**config.mk**
```make
export PLATFORM = sky130hd
export DESIGN_NAME = ram_scanner
export DESIGN_NICKNAME = d
export VERILOG_FILES = /design/src/rtl/ram_scan_pkg.sv /design/src/rtl/tick_gen.sv /design/src/rtl/ram_scanner.sv
export SDC_FILE = /design/constraint.sdc
export NUM_CORES = 1
export LEC_CHECK = 0
export CAP_MARGIN = 15
export CORE_MARGIN = 2
export CORE_UTILIZATION = 35
export CTS_BUF_LIST = sky130_fd_sc_hd__clkbuf_8
export DETAILED_ROUTE_END_ITERATION = 12
export PLACE_DENSITY = 0.49
export REMOVE_ABC_BUFFERS = 1
export SYNTH_ARGS = -nofsm -noshare
export SYNTH_HDL_FRONTEND = slang
export SYNTH_SLANG_ARGS = --single-unit
export TNS_END_PERCENT = 50
```
**constraint.sdc**
```tcl
create_clock -name clock -period 2.9 [get_ports clock]
set_input_delay 0.435 -clock clock [delete_from_list [all_inputs] [get_ports clock]]
set_output_delay 0.435 -clock clock [all_outputs]
set_load 0.005 [all_outputs]
```
**src/rtl/ram_scan_pkg.sv**
```systemverilog
// ram_scan_pkg: types shared by the RAM scanner block.
//   state_e : controller state (IDLE = normal operation, CLEAR = memory sweep)
package ram_scan_pkg;

    typedef enum logic {
        IDLE  = 1'b0,
        CLEAR = 1'b1
    } state_e;

endpackage : ram_scan_pkg

```
**src/rtl/tick_gen.sv**
```systemverilog
// tick_gen: scan-rate divider. While en is high it counts 0..SCAN_DIV-1 and
// raises tick for the single cycle spent at SCAN_DIV-1, then wraps to 0.
// While en is low the count is held at 0, so the first tick after en rises
// comes SCAN_DIV cycles later.
// Ports:
//   clock : rising-edge clock
//   reset : asynchronous active-high reset
//   en    : count enable
//   tick  : one-cycle strobe at the terminal count
module tick_gen #(
    parameter int SCAN_DIV = 50_000_000
) (
    input  logic clock,
    input  logic reset,
    input  logic en,
    output logic tick
);

    // SCAN_DIV = 1 still needs a 1-bit counter; it simply never leaves 0.
    localparam int CW = (SCAN_DIV > 1) ? $clog2(SCAN_DIV) : 1;
    localparam logic [CW-1:0] LAST = CW'(SCAN_DIV - 1);

    logic [CW-1:0] cnt_q;
    logic [CW-1:0] cnt_d;

    assign tick = en && (cnt_q == LAST);

    always_comb begin
        cnt_d = cnt_q;
        if (!en || tick) begin
            cnt_d = '0;
        end else begin
            cnt_d = cnt_q + 1'b1;
        end
    end

    always_ff @(posedge clock or posedge reset) begin
        if (reset) begin
            cnt_q <= '0;
        end else begin
            cnt_q <= cnt_d;
        end
    end

endmodule : tick_gen

```
**src/rtl/ram_scanner.sv**
```systemverilog
// ram_scanner: DEPTH x DATA_W memory with a registered display port that
// either follows a manual address or auto-scans through all words, plus a
// controller that sweeps the whole memory to zero on request.
//
// State table:
//   state | meaning
//   IDLE  | user writes accepted, waiting for clear_req
//   CLEAR | writing 0 to word clr_cnt each cycle, user writes dropped
//
// Ports:
//   clock, reset       : rising-edge clock, async active-high reset
//   wr_en/addr/data    : user write port (accepted only in IDLE)
//   mode               : 0 = display man_addr, 1 = display auto-scan address
//   man_addr           : manual display address
//   clear_req          : start a full-memory clear sweep
//   rd_addr, rd_data   : registered displayed address and its data
//   busy               : high while the clear sweep runs
//   wr_drop            : one-cycle pulse after a user write was rejected
module ram_scanner
    import ram_scan_pkg::*;
#(
    parameter int DATA_W   = 4,
    parameter int ADDR_W   = 5,
    parameter int SCAN_DIV = 50_000_000
) (
    input  logic              clock,
    input  logic              reset,
    input  logic              wr_en,
    input  logic [ADDR_W-1:0] wr_addr,
    input  logic [DATA_W-1:0] wr_data,
    input  logic              mode,
    input  logic [ADDR_W-1:0] man_addr,
    input  logic              clear_req,
    output logic [ADDR_W-1:0] rd_addr,
    output logic [DATA_W-1:0] rd_data,
    output logic              busy,
    output logic              wr_drop
);

    localparam int DEPTH = 2 ** ADDR_W;

    // No reset on the array so it can map onto block RAM.
    logic [DATA_W-1:0] mem [DEPTH];

    state_e            state_q;
    logic [ADDR_W-1:0] clr_cnt_q;
    logic              busy_q;
    logic              wr_drop_q;

    logic [ADDR_W-1:0] scan_addr_q;
    logic [ADDR_W-1:0] scan_addr_d;
    logic [ADDR_W-1:0] rd_addr_q;
    logic [DATA_W-1:0] rd_data_q;
    logic [DATA_W-1:0] rd_data_d;

    logic              scan_tick;
    logic [ADDR_W-1:0] sel_addr;
    logic              mem_we;
    logic [ADDR_W-1:0] mem_waddr;
    logic [DATA_W-1:0] mem_wdata;

    tick_gen #(
        .SCAN_DIV(SCAN_DIV)
    ) u_tick_gen (
        .clock(clock),
        .reset(reset),
        .en   (mode),
        .tick (scan_tick)
    );

    // Natural ADDR_W-bit overflow gives the DEPTH-1 -> 0 wrap.
    assign scan_addr_d = scan_tick ? scan_addr_q + 1'b1 : scan_addr_q;

    assign sel_addr = mode ? scan_addr_q : man_addr;

    // A single write port shared by the clear sweep and the user.
    assign mem_we    = (state_q == CLEAR) || (wr_en && (state_q == IDLE));
    assign mem_waddr = (state_q == CLEAR) ? clr_cnt_q : wr_addr;
    assign mem_wdata = (state_q == CLEAR) ? '0 : wr_data;

    // Write-first: a same-cycle write to the displayed word shows the new value.
    assign rd_data_d = (mem_we && (mem_waddr == sel_addr)) ? mem_wdata : mem[sel_addr];

    always_ff @(posedge clock) begin
        if (mem_we) begin
            mem[mem_waddr] <= mem_wdata;
        end
    end

    always_ff @(posedge clock or posedge reset) begin
        if (reset) begin
            scan_addr_q <= '0;
            rd_addr_q   <= '0;
            rd_data_q   <= '0;
        end else begin
            scan_addr_q <= scan_addr_d;
            rd_addr_q   <= sel_addr;
            rd_data_q   <= rd_data_d;
        end
    end

    always_ff @(posedge clock or posedge reset) begin
        if (reset) begin
            state_q   <= IDLE;
            clr_cnt_q <= '0;
            busy_q    <= 1'b0;
            wr_drop_q <= 1'b0;
        end else begin
            wr_drop_q <= (state_q == CLEAR) && wr_en;
            case (state_q)
                IDLE: begin
                    if (clear_req) begin
                        state_q   <= CLEAR;
                        clr_cnt_q <= '0;
                        busy_q    <= 1'b1;
                    end
                end
                CLEAR: begin
                    if (clr_cnt_q == '1) begin
                        state_q   <= IDLE;
                        clr_cnt_q <= '0;
                        busy_q    <= 1'b0;
                    end else begin
                        clr_cnt_q <= clr_cnt_q + 1'b1;
                    end
                end
            endcase
        end
    end

    assign rd_addr = rd_addr_q;
    assign rd_data = rd_data_q;
    assign busy    = busy_q;
    assign wr_drop = wr_drop_q;

endmodule : ram_scanner

```
; ---- Word level (Yosys, flattened, before mapping)
; Memories as Yosys holds them, arrays and structs flattened. A register that Yosys moved wholly into a read port is not among the register bits.
; Index checks and enable logic that the tools add are counted.
[op_classes]
add_sub_neg = 3
eq_ne = 4
muxes = 15
n_bitwise = 1
n_reduce_logical = 7
[ops]
columns = cell, count
row1 = $add A26 B1 Y26 const B, 1
row2 = $eq A26 B26 Y1 const B, 1
row3 = $mux W26, 1
row4 = $mux W5, 4
row5 = $add A5 B1 Y5 const B, 2
row6 = $pmux W5 S2, 1
row7 = $mux W1, 6
row8 = $eq A5 B5 Y1 const B, 1
row9 = $mux W4, 1
row10 = $pmux W1 S2, 2
row11 = $logic_and A1 B1 Y1, 3
row12 = $logic_or A1 B1 Y1, 2
row13 = $ne A2 B1 Y1 const B, 1
row14 = $ne A2 B2 Y1 const B, 1
row15 = $reduce_and A2 Y1, 1
row16 = $logic_not A1 Y1, 1
row17 = $not A1 Y1, 1
[word_totals]
reg_bits = 44
mem_bits_rw = 128
elab_cells = 38
memories = 1
[mem_list]
columns = name, words, word_bits, rd, rd_ports_with_merged_regs, write_ports, line
row1 = mem, 32, 4, 1, 1, 1, ram_scanner.sv:43  ; logic [DATA_W-1:0] mem [DEPTH];

; ---- Logic depth before layout (Yosys ltp)
[logic_depth]
ltp_word = 5
mapped_depth = 9
depth_no_buf = 7

; ---- Modules after synthesis
; From an unflattened synthesis, not the netlist that was laid out.
[unflattened]
cells_unflattened = 720
hier_area_um2 = 8461.9
[by_module_without_submodules]
columns = mod, n_inst, cells_per_inst, area_per_inst_um2, seq_area_each_um2
row1 = ram_scanner, 1, 561, 6956.7, 4394.2
row2 = tick_gen, 1, 159, 1505.2, 650.6

; ---- Worst setup path after synthesis
; No wires, ideal clock.
[synth_timing]
path_kind = input to register
startpoint = in man_addr[0]
endpoint = reg rd_data_q[1] (netlist: rd_data[1]) (read register of mem)
setup_time_ns = 0.120
arrival_ns = 2.302
setup_slack_ns = 0.478
cell_stages = 8
path_buffers = 2
cell_sequence = buf_2 -> mux2i_1 -> buf_4 -> mux4_2 -> and3_1 -> a211oi_1 -> o211ai_1 -> a31o_2
[synth_between]
elab_chain_cells = 1
[synth_lines]
columns = item, line
row1 = from (decl), ram_scanner.sv:32  ; input logic [ADDR_W-1:0] man_addr,
row2 = $mux W5, ram_scanner.sv:74  ; assign sel_addr = mode ? scan_addr_q : man_addr;
row3 = to (decl), ram_scanner.sv:53  ; logic [DATA_W-1:0] rd_data_q;
; No other way between the ends.
; A chain may end at the register's enable or synchronous reset.

; ---- Worst setup path in the final report
[layout_timing]
startpoint = reg state_q
endpoint = mem mem[26][3] (enable)
[layout_between]
elab_chain_cells = 5
[layout_lines]
columns = item, line
row1 = from (decl), ram_scanner.sv:45  ; state_e state_q;
row2 = from (signal assigned), ram_scanner.sv:104  ; state_q <= IDLE;
row3 = from (signal assigned), ram_scanner.sv:113  ; state_q <= CLEAR;
row4 = from (signal assigned), ram_scanner.sv:120  ; state_q <= IDLE;
row5 = $not A1 Y1, n/a
row6 = $logic_and A1 B1 Y1, ram_scanner.sv:77  ; assign mem_we = (state_q == CLEAR) || (wr_en && (state_q == IDLE));
row7 = $logic_or A1 B1 Y1, ram_scanner.sv:77
row8 = $mux W1, ram_scanner.sv:85  ; if (mem_we) begin
row9 = $mux W1 (not written as such), ram_scanner.sv:86  ; mem[mem_waddr] <= mem_wdata;
row10 = to (decl), ram_scanner.sv:43
; Several ways; a longest one is shown, not always the timed one.

==> metrics.txt <==
Setup CP Type=reg -> reg; clk buf depth=2; Main synth FF type=edfxtp_1; die area=24600 um2; Syn-to-layout area delta=17.1%; Final ANT Viol Nets=0; dpl hpwl=15100 um; xor and xnor area share after synthesis=3.65%; drt wl/cell=20.0 um; largest net degree at the start of global routing=36; Worst Path Buf+Inv=1; Worst-Margin Slew=1.32 ns; Final Max Slew Viols=0; total number of vias=5566; DR pass1 iterations=5; GRT overflow=0; max_cap viols=0; Die X=157 um; ANT cells=0; asr flop ratio synth=27.3%; hold_ws=0.265 ns; overall routing resource usage=18.1%; leak pwr=3.54 nW; RSZ-0062 raised after global routing=no; Row Count=55; Starting Density=35.8%; final wirelength=21200 um; CP Capture Type=flip-flop; Synth Area in Simple Gates=15.4%; Placed Cells=1028; layout cells sized above 1=15.1%; CTS root buf=clkbuf_8; clock insertion delay at the later pin of the skew report=0.48 ns; post-route insts no fill=1060; Post-Syn Area=8160 um2; starting DRC count in detailed routing=448; fin nets=758; Post-CTS Repair Setup Buffers=0; clk sinks=176; Synth Area in Compound Gates=9.30%; synth warn=0; Avg Vias per Cell=5.25; DP Area=9160 um2; worst vdd ir=0.321 mV; sequential area share after synthesis=61.8%; Worst EP required=3.04 ns; Netlist cell types=59; CTS Hold Bufs=0; critical path's largest stage delay=0.98 ns; cell-by-cell trace of the critical path=buf_4, nor2_1, a32oi_1, nor2_1; Period minus WS final=2.69 ns; H-tree depth=4; most frequent cells in the layout=edfxtp_1 (128), nor2_1 (73), nand2b_1 (58), buf_4 (54), dfrtp_1 (48); share of the clock period used by the worst path=92.7%; # resized after CTS=0; flop and latch count out of synthesis=176; Hold Vio Cnt, Final=0; adder-cell share of the synthesized area=0.766%; Worst-path clk slew=0.10 ns; vias in the first global route=5659; IO Port Bufs=29; crit-path max FO=20; Worst Setup Start Kind=flip-flop; # setup viols final=0; CP max-delay cell=a32oi_1; clock skew=0.0161 ns; first-pass GRT wire length=32900 um; power density cells=684 nW/um2; final instance area=9560 um2; CTS buffer count=17; area of the core=22800 um2; post-synthesis mux area share=6.47%; status=finished clean; CP arrival=2.83 ns; # DRC=0; Post-synth EDFFs=128; Die Y=157 um; main combinational cell family by area after synthesis=simple AND/OR/NAND/NOR gates; most common cell after layout, fill and taps aside=edfxtp_1; FILL cells=2186; CP delay by family, top=compound AO/OA/AOI/OAI gates; Setup TNS=0 ns; FMAX=372 MHz; footprint of the multi-input gates=2930 um2; IO Pins=30; relative slew slack=11.9%; syn avg cell area=12.3 um2; antenna violations before repair=0; Syn Inst Count=661; CTS tree=yes; routability cong.=0.870; CP most frequent cell=nor2_1; Hold Crit Class=in -> async; Storage cell area=5040 um2
[cell type report]
cell class                 count  share of cell area [%]
clock inverter                15                    1.74
inverter                      21                   0.825
sequential                   176                    52.8
clock buffer                  17                    2.45
tap                          313                    4.10
timing repair buffer          84                    7.49
multi-input combinational    434                    30.6
[report_power, final]
| group | total, mW | internal, mW | switching (mW) |
|---|---|---|---|
| clock | 1.71 | 0.653 | 1.06 |
| combinational | 1.54 | 0.576 | 0.966 |
| sequential | 3.28 | 3.12 | 0.163 |
[logic make-up (layout without fill, tap and decap cells)]
kind of cell,Yosys count,after routing
AO/OA/AOI/OAI,108,108
XOR/XNOR,34,34
adder cells (fa/ha/maj),5,5
buffers and inverters,51,137
flip-flops,176,176
multiplexers,41,41
AND/OR/NAND/NOR,246,246
[stage by stage]
stage	total power, mW	setup slack (ns)	util [%]
3_3_place_gp	4.86	-0.177	40.2
5_1_grt	6.85	0.195	42.0
3_5_place_dp	4.89	-0.147	40.2
2_1_floorplan	4.15	-0.117	-
6_report	6.54	0.212	42.0
4_1_cts	6.59	0.275	42.0
[routing by layer]
layer,track usage (%),wire length [um],vias up
met5,0,0,-
met4,4.94,278,0
met3,3.60,751,25
met2,29.5,10100,136
met1,24.7,10100,2814
li1,-,-,2591
[registers in the layout, summed over array words and instances (netlist names)]
| name | flops |
|---|---|
| wr_drop | 1 |
| rd_addr | 5 |
| busy | 1 |
| scan_addr_q | 5 |
| mem | 128 |
| clr_cnt_q | 5 |
| state_q | 1 |
| rd_data | 4 |
| u_tick_gen.cnt_q | 26 |
[path summary, 6_finish.rpt]
path / endpoint / slack, ns / startpoint / depth (start not counted)
min in group clock: scan_addr_q[3]$_DFFE_PP0P_ / 0.51 / scan_addr_q[3]$_DFFE_PP0P_ / 1
min reg2reg: scan_addr_q[3]$_DFFE_PP0P_ / 0.51 / scan_addr_q[3]$_DFFE_PP0P_ / 1
max in group asynchronous: u_tick_gen.cnt_q[24]$_DFF_PP0_ / 2.04 / reset / 3
max: mem[26][3]$_DFFE_PP_ / 0.21 / state_q$_DFF_PP0_ / 4
min: busy$_DFFE_PP0P_ / 0.26 / reset / 2
max reg2reg: mem[26][3]$_DFFE_PP_ / 0.21 / state_q$_DFF_PP0_ / 4
[synth_stat cells, types with 2 or more instances]
master       n  area share [%]
nand2_1     35             1.6
a2111oi_0    2            0.21
a211o_1      2            0.21
a22oi_1     28             2.6
mux2i_2      2            0.34
nor4b_1      2            0.21
o2111a_1     2            0.28
buf_2        9            0.55
ha_1         5            0.77
or3_1        3            0.23
mux2i_1     23             2.8
or4_1        2            0.18
xor2_1      18             1.9
a32oi_1      3            0.32
and4_1       4            0.43
a211oi_1     5            0.46
nand2b_1    58             4.4
o31ai_1      3            0.28
o221ai_1     3            0.32
inv_1       19            0.87
edfxtp_1   128              47
a21oi_1     18             1.1
nor2_1      73             3.4
dfrtp_1     48              15
o211ai_1     3            0.28
o22ai_1     14             1.1
o21ai_0      6            0.37
a31oi_1      4            0.31
buf_4        2            0.18
nor3_1      14            0.86
and2_1       4            0.31
mux2_2       8             1.1
xnor2_1     16             1.7
clkbuf_1    19            0.87
nor2b_1      8            0.61
nor4_1       6            0.46
nand4_1      8            0.61
mux4_2       7             1.9
nand3_1     17             1.0
and3_1       7            0.54
o32ai_1      5            0.54
[worst reg2reg max path, cell delays in order (launching register included)]
cell and delay, ns:
dfrtp_1 0.59, buf_4 0.32, nor2_1 0.10, a32oi_1 0.98, nor2_1 0.37
Note: power is estimated with default switching activity, not from simulation.
